[config.mk]
export PLATFORM = sky130hd
export DESIGN_NAME = cpu_sequencer
export DESIGN_NICKNAME = d
export VERILOG_FILES = /design/src/rtl/cpu_sequencer_pkg.sv /design/src/rtl/cpu_sequencer_retire.sv /design/src/rtl/cpu_sequencer.sv
export SDC_FILE = /design/constraint.sdc
export NUM_CORES = 1
export LEC_CHECK = 0
export ABC_CLOCK_PERIOD_IN_PS = 4080
export CAP_MARGIN = 15
export CELL_PAD_IN_SITES_DETAIL_PLACEMENT = 1
export CELL_PAD_IN_SITES_GLOBAL_PLACEMENT = 1
export CORE_MARGIN = 1
export CORE_UTILIZATION = 39
export CTS_CLUSTER_DIAMETER = 30
export CTS_CLUSTER_SIZE = 20
export DETAILED_ROUTE_END_ITERATION = 12
export HOLD_SLACK_MARGIN = 0.05
export PLACE_DENSITY = 0.91
export SYNTH_ARGS = -nofsm -noshare
export SYNTH_HDL_FRONTEND = slang
export SYNTH_SLANG_ARGS = --single-unit
[constraint.sdc]
create_clock -name CLK -period 4.08 [get_ports CLK]
set_clock_uncertainty 0.15 [all_clocks]
set_input_delay 0.612 -clock CLK [delete_from_list [all_inputs] [get_ports CLK]]
set_output_delay 0.612 -clock CLK [all_outputs]
set_load 0.005 [all_outputs]
[src/rtl/cpu_sequencer_pkg.sv]
// Shared definitions for the multi-cycle instruction sequencer: state codes and
// default sizing constants, also used by top-level bench monitors.
package cpu_sequencer_pkg;

   typedef enum logic [2:0] {
      ST_FETCH  = 3'd0,
      ST_DECODE = 3'd1,
      ST_EXEC   = 3'd2,
      ST_MEM    = 3'd3,
      ST_WB     = 3'd4,
      ST_HALT   = 3'd5
   } state_t;

   localparam int MEM_TIMEOUT_DEFAULT = 15;
   localparam int CNT_W_DEFAULT       = 16;

endpackage

[src/rtl/cpu_sequencer_retire.sv]
// Retired-instruction counter: saturating up-counter with synchronous clear.
module seq_retire_counter #(
   parameter int CNT_W = 16
) (
   input  logic             clk,
   input  logic             clr,
   input  logic             inc,
   output logic [CNT_W-1:0] count
);

   logic [CNT_W-1:0] count_reg;

   always_ff @(posedge clk) begin
      if (clr) begin
         count_reg <= '0;
      end else if (inc && (count_reg != {CNT_W{1'b1}})) begin
         count_reg <= count_reg + CNT_W'(1);
      end
   end

   assign count = count_reg;

endmodule

[src/rtl/cpu_sequencer.sv]
// Multi-cycle control FSM: fetch/decode/exec/mem/writeback sequencing, datapath
// enables, halt/error status and the retired-instruction count.
module cpu_sequencer
   import cpu_sequencer_pkg::*;
#(
   parameter int MEM_TIMEOUT = MEM_TIMEOUT_DEFAULT,
   parameter int CNT_W       = CNT_W_DEFAULT
) (
   input  logic             CLK,
   input  logic             start,
   input  logic             is_load,
   input  logic             is_store,
   input  logic             is_branch,
   input  logic             branch_taken,
   input  logic             is_halt,
   input  logic             writes_reg,
   input  logic             mem_ready,
   output logic             ir_load,
   output logic             pc_inc,
   output logic             pc_load,
   output logic             reg_write,
   output logic             mem_read,
   output logic             mem_write,
   output logic             halt,
   output logic             error,
   output logic [CNT_W-1:0] inst_count,
   output logic [2:0]       state
);

   // Last wait-count value before the timeout fires on a further not-ready cycle.
   localparam logic [7:0] TIMEOUT_LAST = 8'(MEM_TIMEOUT - 1);

   state_t     state_reg, state_next;
   logic [7:0] wait_reg, wait_next;
   logic       halt_reg, halt_next;
   logic       error_reg, error_next;

   logic ir_load_c, pc_inc_c, pc_load_c, reg_write_c, mem_read_c, mem_write_c;
   logic halt_retire;
   logic illegal_class;

   assign illegal_class = (is_load & is_store) |
                          (is_halt & (is_load | is_store | is_branch));

   always_ff @(posedge CLK) begin
      if (start) begin
         state_reg <= ST_FETCH;
         wait_reg  <= 8'd0;
         halt_reg  <= 1'b0;
         error_reg <= 1'b0;
      end else begin
         state_reg <= state_next;
         wait_reg  <= wait_next;
         halt_reg  <= halt_next;
         error_reg <= error_next;
      end
   end

   always_comb begin
      state_next  = state_reg;
      wait_next   = 8'd0;
      halt_next   = halt_reg;
      error_next  = error_reg;
      ir_load_c   = 1'b0;
      pc_inc_c    = 1'b0;
      pc_load_c   = 1'b0;
      reg_write_c = 1'b0;
      mem_read_c  = 1'b0;
      mem_write_c = 1'b0;
      halt_retire = 1'b0;

      case (state_reg)
         ST_FETCH: begin
            ir_load_c  = 1'b1;
            state_next = ST_DECODE;
         end
         ST_DECODE: begin
            state_next = ST_EXEC;
         end
         ST_EXEC: begin
            if (illegal_class) begin
               state_next = ST_HALT;
               halt_next  = 1'b1;
               error_next = 1'b1;
            end else if (is_halt) begin
               state_next  = ST_HALT;
               halt_next   = 1'b1;
               halt_retire = 1'b1;
            end else if (is_branch) begin
               pc_load_c  = branch_taken;
               pc_inc_c   = ~branch_taken;
               state_next = ST_FETCH;
            end else if (is_load | is_store) begin
               state_next = ST_MEM;
            end else begin
               state_next = ST_WB;
            end
         end
         ST_MEM: begin
            mem_read_c  = is_load;
            mem_write_c = is_store & ~is_load;
            if (mem_ready) begin
               if (is_load) begin
                  state_next = ST_WB;
               end else begin
                  pc_inc_c   = 1'b1;
                  state_next = ST_FETCH;
               end
            end else if (wait_reg == TIMEOUT_LAST) begin
               state_next = ST_HALT;
               halt_next  = 1'b1;
               error_next = 1'b1;
            end else begin
               wait_next = wait_reg + 8'd1;
            end
         end
         ST_WB: begin
            reg_write_c = writes_reg;
            pc_inc_c    = 1'b1;
            state_next  = ST_FETCH;
         end
         ST_HALT: begin
            state_next = ST_HALT;
         end
         default: begin
            state_next = ST_HALT;
            halt_next  = 1'b1;
            error_next = 1'b1;
         end
      endcase
   end

   // Reset wins over everything, so all enables are masked while it is held.
   assign ir_load   = ir_load_c   & ~start;
   assign pc_inc    = pc_inc_c    & ~start;
   assign pc_load   = pc_load_c   & ~start;
   assign reg_write = reg_write_c & ~start;
   assign mem_read  = mem_read_c  & ~start;
   assign mem_write = mem_write_c & ~start;
   assign halt      = halt_reg;
   assign error     = error_reg;
   assign state     = state_reg;

   seq_retire_counter #(
      .CNT_W (CNT_W)
   ) u_retire (
      .clk   (CLK),
      .clr   (start),
      .inc   (pc_inc | pc_load | (halt_retire & ~start)),
      .count (inst_count)
   );

endmodule

======== Word level (Yosys, flattened, before mapping) ========
Index checks and enable logic that the tools add are counted.
cells by class
  add/subtract/negate cells ............... 2
  eq/ne operators ......................... 12
  multiplexer cells ....................... 32
  bitwise operators ....................... 20
  reduce and logical (&&, ||, !) cells .... 6
operator list
  kind                                                                    number
  1-bit 2-to-1 mux                                                        21
  3-bit 2-to-1 mux                                                        7
  16-bit by 1-bit adder with 16-bit output (second input constant)        1
  16-bit inequality test (second input constant)                          1
  3-bit one-hot mux with 5 select lines                                   1
  1-bit bitwise AND                                                       10
  1-bit one-hot mux with 3 select lines                                   3
  8-bit by 1-bit adder with 8-bit output (second input constant)          1
  8-bit by 4-bit equality test with 1-bit output (second input constant)  1
  4-bit AND reduction                                                     2
  4-bit OR reduction                                                      2
  3-bit by 2-bit equality test with 1-bit output (second input constant)  2
  3-bit equality test (second input constant)                             2
  2-bit inequality test (second input constant)                           3
  3-bit inequality test (second input constant)                           2
  1-bit inverter                                                          5
  1-bit bitwise OR                                                        5
  3-bit by 1-bit equality test with 1-bit output (second input constant)  1
  3-bit zero test                                                         1
  1-bit logical AND                                                       1
word-level totals
  register bits ........................... 29
  input bits .............................. 9
  output and inout port bits .............. 27
  word-level logic and storage cells ...... 77

======== Depth between registers and ports, before layout ========
Gate-level depths: netlist of run 1.
  word-level depth ........................ 10
  depth in mapped cells ................... 9

======== Hierarchy ========
From an unflattened synthesis of run 1, not the netlist that was laid out.
second synthesis, totals
  cells, all modules ...................... 191
  area, all modules ....................... 1614.0 um2
by module, submodules not included
  module              instances  cells an instance  area an instance (um2)  sequential area each (um2)
  seq_retire_counter  1          99                 848.3                   320.3
  cpu_sequencer       1          92                 765.7                   260.2

======== Worst setup path after synthesis of run 1 ========
OpenSTA, ideal clock, no wires.
  path kind ............................... input to register
  from .................................... input port is_load
  to ...................................... register u_retire.count_reg[2] (netlist: u_retire.count[2])
  setup time .............................. 0.126 ns
  data arrival time ....................... 2.152 ns
  required time ........................... 3.804 ns
  slack ................................... 1.651 ns
  stages .................................. 9
  path buffers ............................ 3
  cells stage by stage .................... clkbuf_1 > a21oi_1 > nand4_1 > a221o_1 > o31a_4 > buf_6 > clkbuf_1 > o211ai_1 > o31ai_1
between the ends
  longest elaborated chain between the ends .. 10
ends and longest elaborated chain
  item                                                                              RTL line                                    RTL
  start, declared                                                                   cpu_sequencer.sv:11                         input logic is_load,
  1-bit bitwise OR (2 in a row)                                                     cpu_sequencer.sv:43                         (is_halt & (is_load | is_store | is_branch));
  1-bit bitwise AND                                                                 cpu_sequencer.sv:43
  1-bit bitwise OR                                                                  cpu_sequencer.sv:42                         assign illegal_class = (is_load & is_store) |
  1-bit 2-to-1 mux                                                                  cpu_sequencer.sv:81                         if (illegal_class) begin
  1-bit one-hot mux with 3 select lines / 1-bit 2-to-1 mux (equally long branches)  cpu_sequencer.sv:72                         case (state_reg)
  1-bit bitwise AND, on equally long branches                                       cpu_sequencer.sv:135, cpu_sequencer.sv:136
  1-bit bitwise OR                                                                  cpu_sequencer.sv:149                        .inc (pc_inc | pc_load | (halt_retire & ~start)),
  1-bit bitwise OR *                                                                cpu_sequencer.sv:149
  1-bit logical AND *                                                               cpu_sequencer_retire.sv:16                  end else if (inc && (count_reg != {CNT_W{1'b1}})) begin
  end signal, assigned                                                              cpu_sequencer_retire.sv:17                  count_reg <= count_reg + CNT_W'(1);
  end, declared                                                                     cpu_sequencer_retire.sv:11                  logic [CNT_W-1:0] count_reg;
Every way passes the cells marked *; elsewhere a longest branch is shown, timed or not.
A chain may end at the register's enable or synchronous reset.

======== Worst setup path after layout of run 1 ========
  from .................................... input port is_load
  to ...................................... output port pc_inc
between the ends
  longest elaborated chain between the ends .. 7
ends and longest elaborated chain
  item                                     RTL line              RTL
  1-bit bitwise OR (2 in a row)            cpu_sequencer.sv:43
  1-bit bitwise AND                        cpu_sequencer.sv:43
  1-bit bitwise OR                         cpu_sequencer.sv:42
  1-bit 2-to-1 mux                         cpu_sequencer.sv:81
  1-bit one-hot mux with 3 select lines *  cpu_sequencer.sv:72
  1-bit bitwise AND *                      cpu_sequencer.sv:135  assign pc_inc = pc_inc_c & ~start;
  end, declared                            cpu_sequencer.sv:19   output logic pc_inc,
Marked as above.

==> results of run 1 <==
-- through the flow --
| step | hold slack, ns | cells |
|---|---|---|
| 3_5_place_dp | 0.334 | 272 |
| 3_3_place_gp | 0.309 | 272 |
| 5_1_grt | 0.367 | 279 |
| 6_report | 0.343 | 279 |
| 4_1_cts | 0.352 | 279 |
| 2_1_floorplan | 0.291 | 197 |
-- routing by layer --
metal | up-vias | track usage | wire length [µm] | part of all wire
li1 | 804 | - | - | -
met1 | 769 | 0.265 | 1950 | 0.43
met2 | 37 | 0.407 | 2330 | 0.52
met3 | 7 | 0.0486 | 162 | 0.036
met4 | 0 | 0.0924 | 51 | 0.011
met5 | - | 0 | 0 | 0
-- power groups by stage --
stage	combinational (mW)	sequential (mW)	clock (mW)
finish	0.0599	0.299	0.290
global route	0.0667	0.300	0.308
CTS	0.0604	0.299	0.295
detailed placement	0.0603	0.305	0
global placement	0.0591	0.304	0
floorplan	0.0376	0.299	0
-- worst max-delay path by stage --
stage                  from                 to  cells past startpoint
finish              is_load             pc_inc                      6
global route        is_load             pc_inc                      6
CTS                 is_load             pc_inc                      6
detailed placement  is_load             pc_inc                      6
global placement    is_load             pc_inc                      6
floorplan           is_load  u_retire.count[2]                      9
-- placed cells by master, fill, tap and decap left out, types with 2 or more instances in the layout --
master	instances
nor3_1	5
a21oi_1	13
inv_1	4
nor4_1	3
dfxtp_1	29
xor2_1	5
nand3_1	13
or4_1	2
o41ai_1	2
clkbuf_8	5
and3_1	2
o31ai_1	3
nor3b_1	3
nand2_1	16
nand4_1	7
clkdlybuf4s50_1	35
nor2b_1	4
nand2b_1	3
o211ai_1	2
and2_1	2
ha_1	3
a31oi_1	4
buf_4	2
o311ai_1	2
or3_1	7
nor2_1	21
and4_1	3
o31a_1	2
o21ai_0	10
-- critical path, cell delays in order --
cell and delay [ns]:
clkdlybuf4s50_1 0.57, a21oi_1 0.29, nand4_1 0.13, a221o_1 0.40, inv_1 0.07, clkdlybuf4s50_1 0.49
-- cells by family after synthesis --
| kind of cell | after synthesis | share of synthesized area |
|---|---|---|
| compound gates | 47 | 0.198 |
| xor+xnor | 6 | 0.0332 |
| fa+ha+maj | 3 | 0.0237 |
| buf+inv | 14 | 0.0427 |
| flops | 29 | 0.367 |
| mux | 1 | 0.00712 |
| simple gates | 97 | 0.328 |
-- area by class of cell --
class,instances,share of cell area
Timing Repair Buffer,37,0.178
Multi-Input combinational cell,154,0.453
Clock buffer,5,0.0334
Clock inverter,2,0.0170
Sequential cell,29,0.282
Inverter,4,0.00729
Tap cell,48,0.0292
==> flow_summary.yaml, run 1 <==
outcome:
  status: "finished, final reports clean"
cells_and_area:
  final.fill_count: 457
  final_nets: 243
  diodes: 0
  utilization: 0.546
  multi_input_area_um2: 933
  largest_reg_flops: 16
  post_route_cells_drive_above_1_share: 0.0606
  seqCellArea_um2: 581
  area_growth_pct: 30.1
  final_area_um2: 2060
routing:
  drc: 0
  vias: 1617
  antenna_left: 0
  first_iter_violations: 97
  wire_per_inst_um: 16.1
  firstDrtPassIters: 4
  viasPerCell: 5.80
  wl_mm: 4.50
setup_path:
  r2r_end: "u_retire.count[10]"
  critPathKind: "primary input to primary output"
  r2r_cells: 6
  cp.arrival_ns: 2.55
  critPathRequiredTime_ns: 3.32
  worstReg2RegStart: "u_retire.count[0]"
  critPathMaxFanout: 10
  cp-start-kind: "primary input"
  endpoint_kind: "primary output"
  reg2reg_slack_ns: 1.56
floorplan:
  placeableCoreArea_um2: 3770
  die_h_um: 65.7
  io_pins: 36
  rows: 22
  die_x_um: 65.7
  fp.dieArea_um2: 4310
  start_util: 0.419
power_and_ir_drop:
  combinationalPowerShare: 0.092
  power_uw: 648
  p_clk_frac: 0.447
  seq_power_share: 0.461
  internal_power_uw: 496
  power.switching_uw: 152
  power_leakage_nw: 0.680
  switching_share: 0.235
  power_density_nw_per_um2: 315
  vdd_ir_drop_max_v: 0.000214
logic_synthesis:
  synth_top_area_frac: 0.367
  synth.net_count: 209
  synth_commonest_cells: "29 x dfxtp_1, 21 x nor2_1, 16 x nand2_1, 13 x a21oi_1, 13 x nand3_1"
  synth_seq_area_share: 0.367
  yosysWarnings: 0
  ys_ff_latch: 29
  synth_area_um2: 1580
  synth_edf_count: 0
  synthesis.instances: 197
  synthArstFlopShare: 0
  avgSynthCellArea_um2: 8.03
  yosysUniqueCellTypes: 45
  synth_top_area_cell: "dfxtp_1"
  synth.top_cells.by_area: "dfxtp_1 37%, nor2_1 5.0%, a21oi_1 4.1%, nand3_1 4.1%, nand2_1 3.8%"
  synth_ff_type: "dfxtp_1"
  yosys.cell_count.top_type: "dfxtp_1"
hold_path:
  hold_path_end: "wait_reg[0]"
  hold_path.startpoint: "wait_reg[0]"
  hp-class: "flop to flop"
  min_path_cells: 1
clock_tree:
  clockBufferDepth: 2
  post_cts_resized: 0
  clk_latency_ns: 0.29
  root_buffer: "clkbuf_8"
  cts_setup_buffers: 0
  cts_tree: "yes"
  htree_levels: 2
  clock-sinks: 29
  holdBufCountCts: 0
  cts_made_buffers: 5
  clk_pin_slew_worst_paths_ns: 0.06
place:
  numPortBuffers: 35
  place_congestion: 0.843
  dpl.hpwl_mm: 3.17
  place_area_um2: 1950
  place_ws_ns: 0.704
grt:
  grt_use_total: 0.230
  grt_pass1_vias: 1620
  grt_first_pass_wirelength_mm: 7.51
  overflow: 0
  antenna_found_initial: 0
  grt_max_degree: 27
sta:
  hold_viol: 0
  max_freq_mhz: 302
  tns_ns: 0
  fin_crit_sh: 0.813
  rsz0062_at_grt: "false"
  period_minus_slack_ns: 3.32
  drv_slew: 0
  finalSetupViolCount: 0
  layout_setup_ws_ns: 0.764
  worst_pin_slew_ns: 0.554
  slew_headroom: 0.627
job:
  cap_violations: 0
No activity file was read; power rests on OpenSTA's default activity.
==> run 2: changes to the inputs <==
--- a/config.mk
+++ b/config.mk
@@ -5,17 +5,17 @@
 export SDC_FILE = /design/constraint.sdc
 export NUM_CORES = 1
 export LEC_CHECK = 0
-export ABC_CLOCK_PERIOD_IN_PS = 4080
+export ABC_CLOCK_PERIOD_IN_PS = 3200
 export CAP_MARGIN = 15
 export CELL_PAD_IN_SITES_DETAIL_PLACEMENT = 1
 export CELL_PAD_IN_SITES_GLOBAL_PLACEMENT = 1
 export CORE_MARGIN = 1
-export CORE_UTILIZATION = 39
+export CORE_UTILIZATION = 36
 export CTS_CLUSTER_DIAMETER = 30
 export CTS_CLUSTER_SIZE = 20
 export DETAILED_ROUTE_END_ITERATION = 12
 export HOLD_SLACK_MARGIN = 0.05
-export PLACE_DENSITY = 0.91
+export PLACE_DENSITY = 0.86
 export SYNTH_ARGS = -nofsm -noshare
 export SYNTH_HDL_FRONTEND = slang
 export SYNTH_SLANG_ARGS = --single-unit
==> constraint.sdc (replaced) <==
create_clock -name CLK -period 3.2 [get_ports CLK]
set_clock_uncertainty 0.15 [all_clocks]
set_input_delay 0.48 -clock CLK [delete_from_list [all_inputs] [get_ports CLK]]
set_output_delay 0.48 -clock CLK [all_outputs]
set_load 0.005 [all_outputs]
==> flow_summary.yaml, run 2 (synthesis gave the netlist of run 1 again) <==
outcome:
  status: "finished, final reports clean"
clock_tree:
  holdBufCountCts: 0
  clk_pin_slew_worst_paths_ns: 0.07
  htree_levels: 2
  post_cts_resized: 0
  clk_latency_ns: 0.29
  cts_tree: "yes"
  cts_setup_buffers: 0
  root_buffer: "clkbuf_8"
  clockBufferDepth: 2
  cts_made_buffers: 5
  clock-sinks: 29
floorplan:
  die_x_um: 68.3
  rows: 23
  placeableCoreArea_um2: 4120
  start_util: 0.384
  fp.dieArea_um2: 4660
  die_h_um: 68.3
  io_pins: 36
sta:
  period_minus_slack_ns: 3.02
  fin_crit_sh: 0.943
  hold_viol: 0
  finalSetupViolCount: 0
  worst_pin_slew_ns: 0.646
  tns_ns: 0
  slew_headroom: 0.565
  max_freq_mhz: 332
  drv_slew: 0
  rsz0062_at_grt: "false"
routing:
  viasPerCell: 5.75
  wl_mm: 4.32
  first_iter_violations: 130
  firstDrtPassIters: 4
  wire_per_inst_um: 15.3
  drc: 0
  antenna_left: 0
  vias: 1622
setup_path:
  cp-start-kind: "primary input"
  reg2reg_slack_ns: 0.67
  worstReg2RegStart: "state[1]"
  critPathRequiredTime_ns: 2.57
  cp.arrival_ns: 2.39
  r2r_cells: 6
  critPathKind: "primary input to primary output"
  r2r_end: "u_retire.count[10]"
  critPathMaxFanout: 8
  endpoint_kind: "primary output"
grt:
  antenna_found_initial: 0
  grt_max_degree: 27
  grt_pass1_vias: 1481
  grt_use_total: 0.207
  overflow: 0
  grt_first_pass_wirelength_mm: 7.02
hold_path:
  hold_path.startpoint: "wait_reg[0]"
  hp-class: "flop to flop"
  min_path_cells: 1
  hold_path_end: "wait_reg[0]"
power_and_ir_drop:
  power_uw: 755
  power_leakage_nw: 0.669
  power_density_nw_per_um2: 370
  vdd_ir_drop_max_v: 0.000186
cells_and_area:
  diodes: 0
  layout_commonest_cell: "clkdlybuf4s50_1"
  final_cell_mix: "35 x clkdlybuf4s50_1, 29 x dfxtp_1, 21 x nor2_1"
  final_nets: 243
  area_growth_pct: 29.2
  largest_reg_flops: 16
  post_route_cells_drive_above_1_share: 0.0647
job:
  cap_violations: 0
place:
  dpl.hpwl_mm: 3.13
  place_congestion: 0.770
  numPortBuffers: 35
==> run 2: changes by cell type in the layout (fill, tap and decap cells not counted), sizes merged <==
| cell | change |
|---|---|
| clkinvlp | +1 |
| clkinv | +1 |
| bufinv | -1 |
==> run 2: report_power, final <==
group          total (mW)  internal [mW]  switching, mW
sequential          0.381          0.367         0.0136
clock               0.296          0.150          0.146
combinational      0.0784         0.0400         0.0384
==> run 2: per-layer routing <==
metal | vias to the layer above | GRT usage | wire length [µm]
li1 | 798 | - | -
met1 | 788 | 0.283 | 2190
met2 | 29 | 0.304 | 1920
met3 | 7 | 0.0350 | 115
met4 | 0 | 0.117 | 96
met5 | - | 0 | 0
==> run 2: metrics by stage <==
stage,hold WS [ns],setup slack (ns),util,instance area [µm²],std cells
2_1_floorplan,0.291,0.903,-,1580,197
3_3_place_gp,0.307,0.235,0.476,1960,274
3_5_place_dp,0.315,0.195,0.476,1960,274
4_1_cts,0.331,0.196,0.497,2040,282
5_1_grt,0.374,0.114,0.497,2040,282
6_report,0.324,0.184,0.497,2040,282
==> run 2: worst max path at each step <==
stage                  start           endpoint  cells after the start
floorplan            is_load  u_retire.count[2]                      9
global placement    is_store             pc_inc                      6
detailed placement  is_store             pc_inc                      6
CTS                 is_store             pc_inc                      6
global route        state[1]             pc_inc                      5
finish              is_store             pc_inc                      6
==> run 2: area by class of cell <==
class / count / area (µm²)
clock buffers: 5 / 68.8
clock inverters: 3 / 17.5
fillers: 512 / 2070
inverters: 4 / 15.0
multi-input cells: 154 / 933
flip-flops and latches: 29 / 581
well taps: 50 / 62.6
repair buffers: 37 / 365
==> run 2: worst max-delay path, stage by stage <==
cell	delay, ns
clkdlybuf4s50_1	0.54
a21oi_1	0.28
nand4_1	0.13
a221o_1	0.40
inv_1	0.07
clkdlybuf4s50_1	0.49
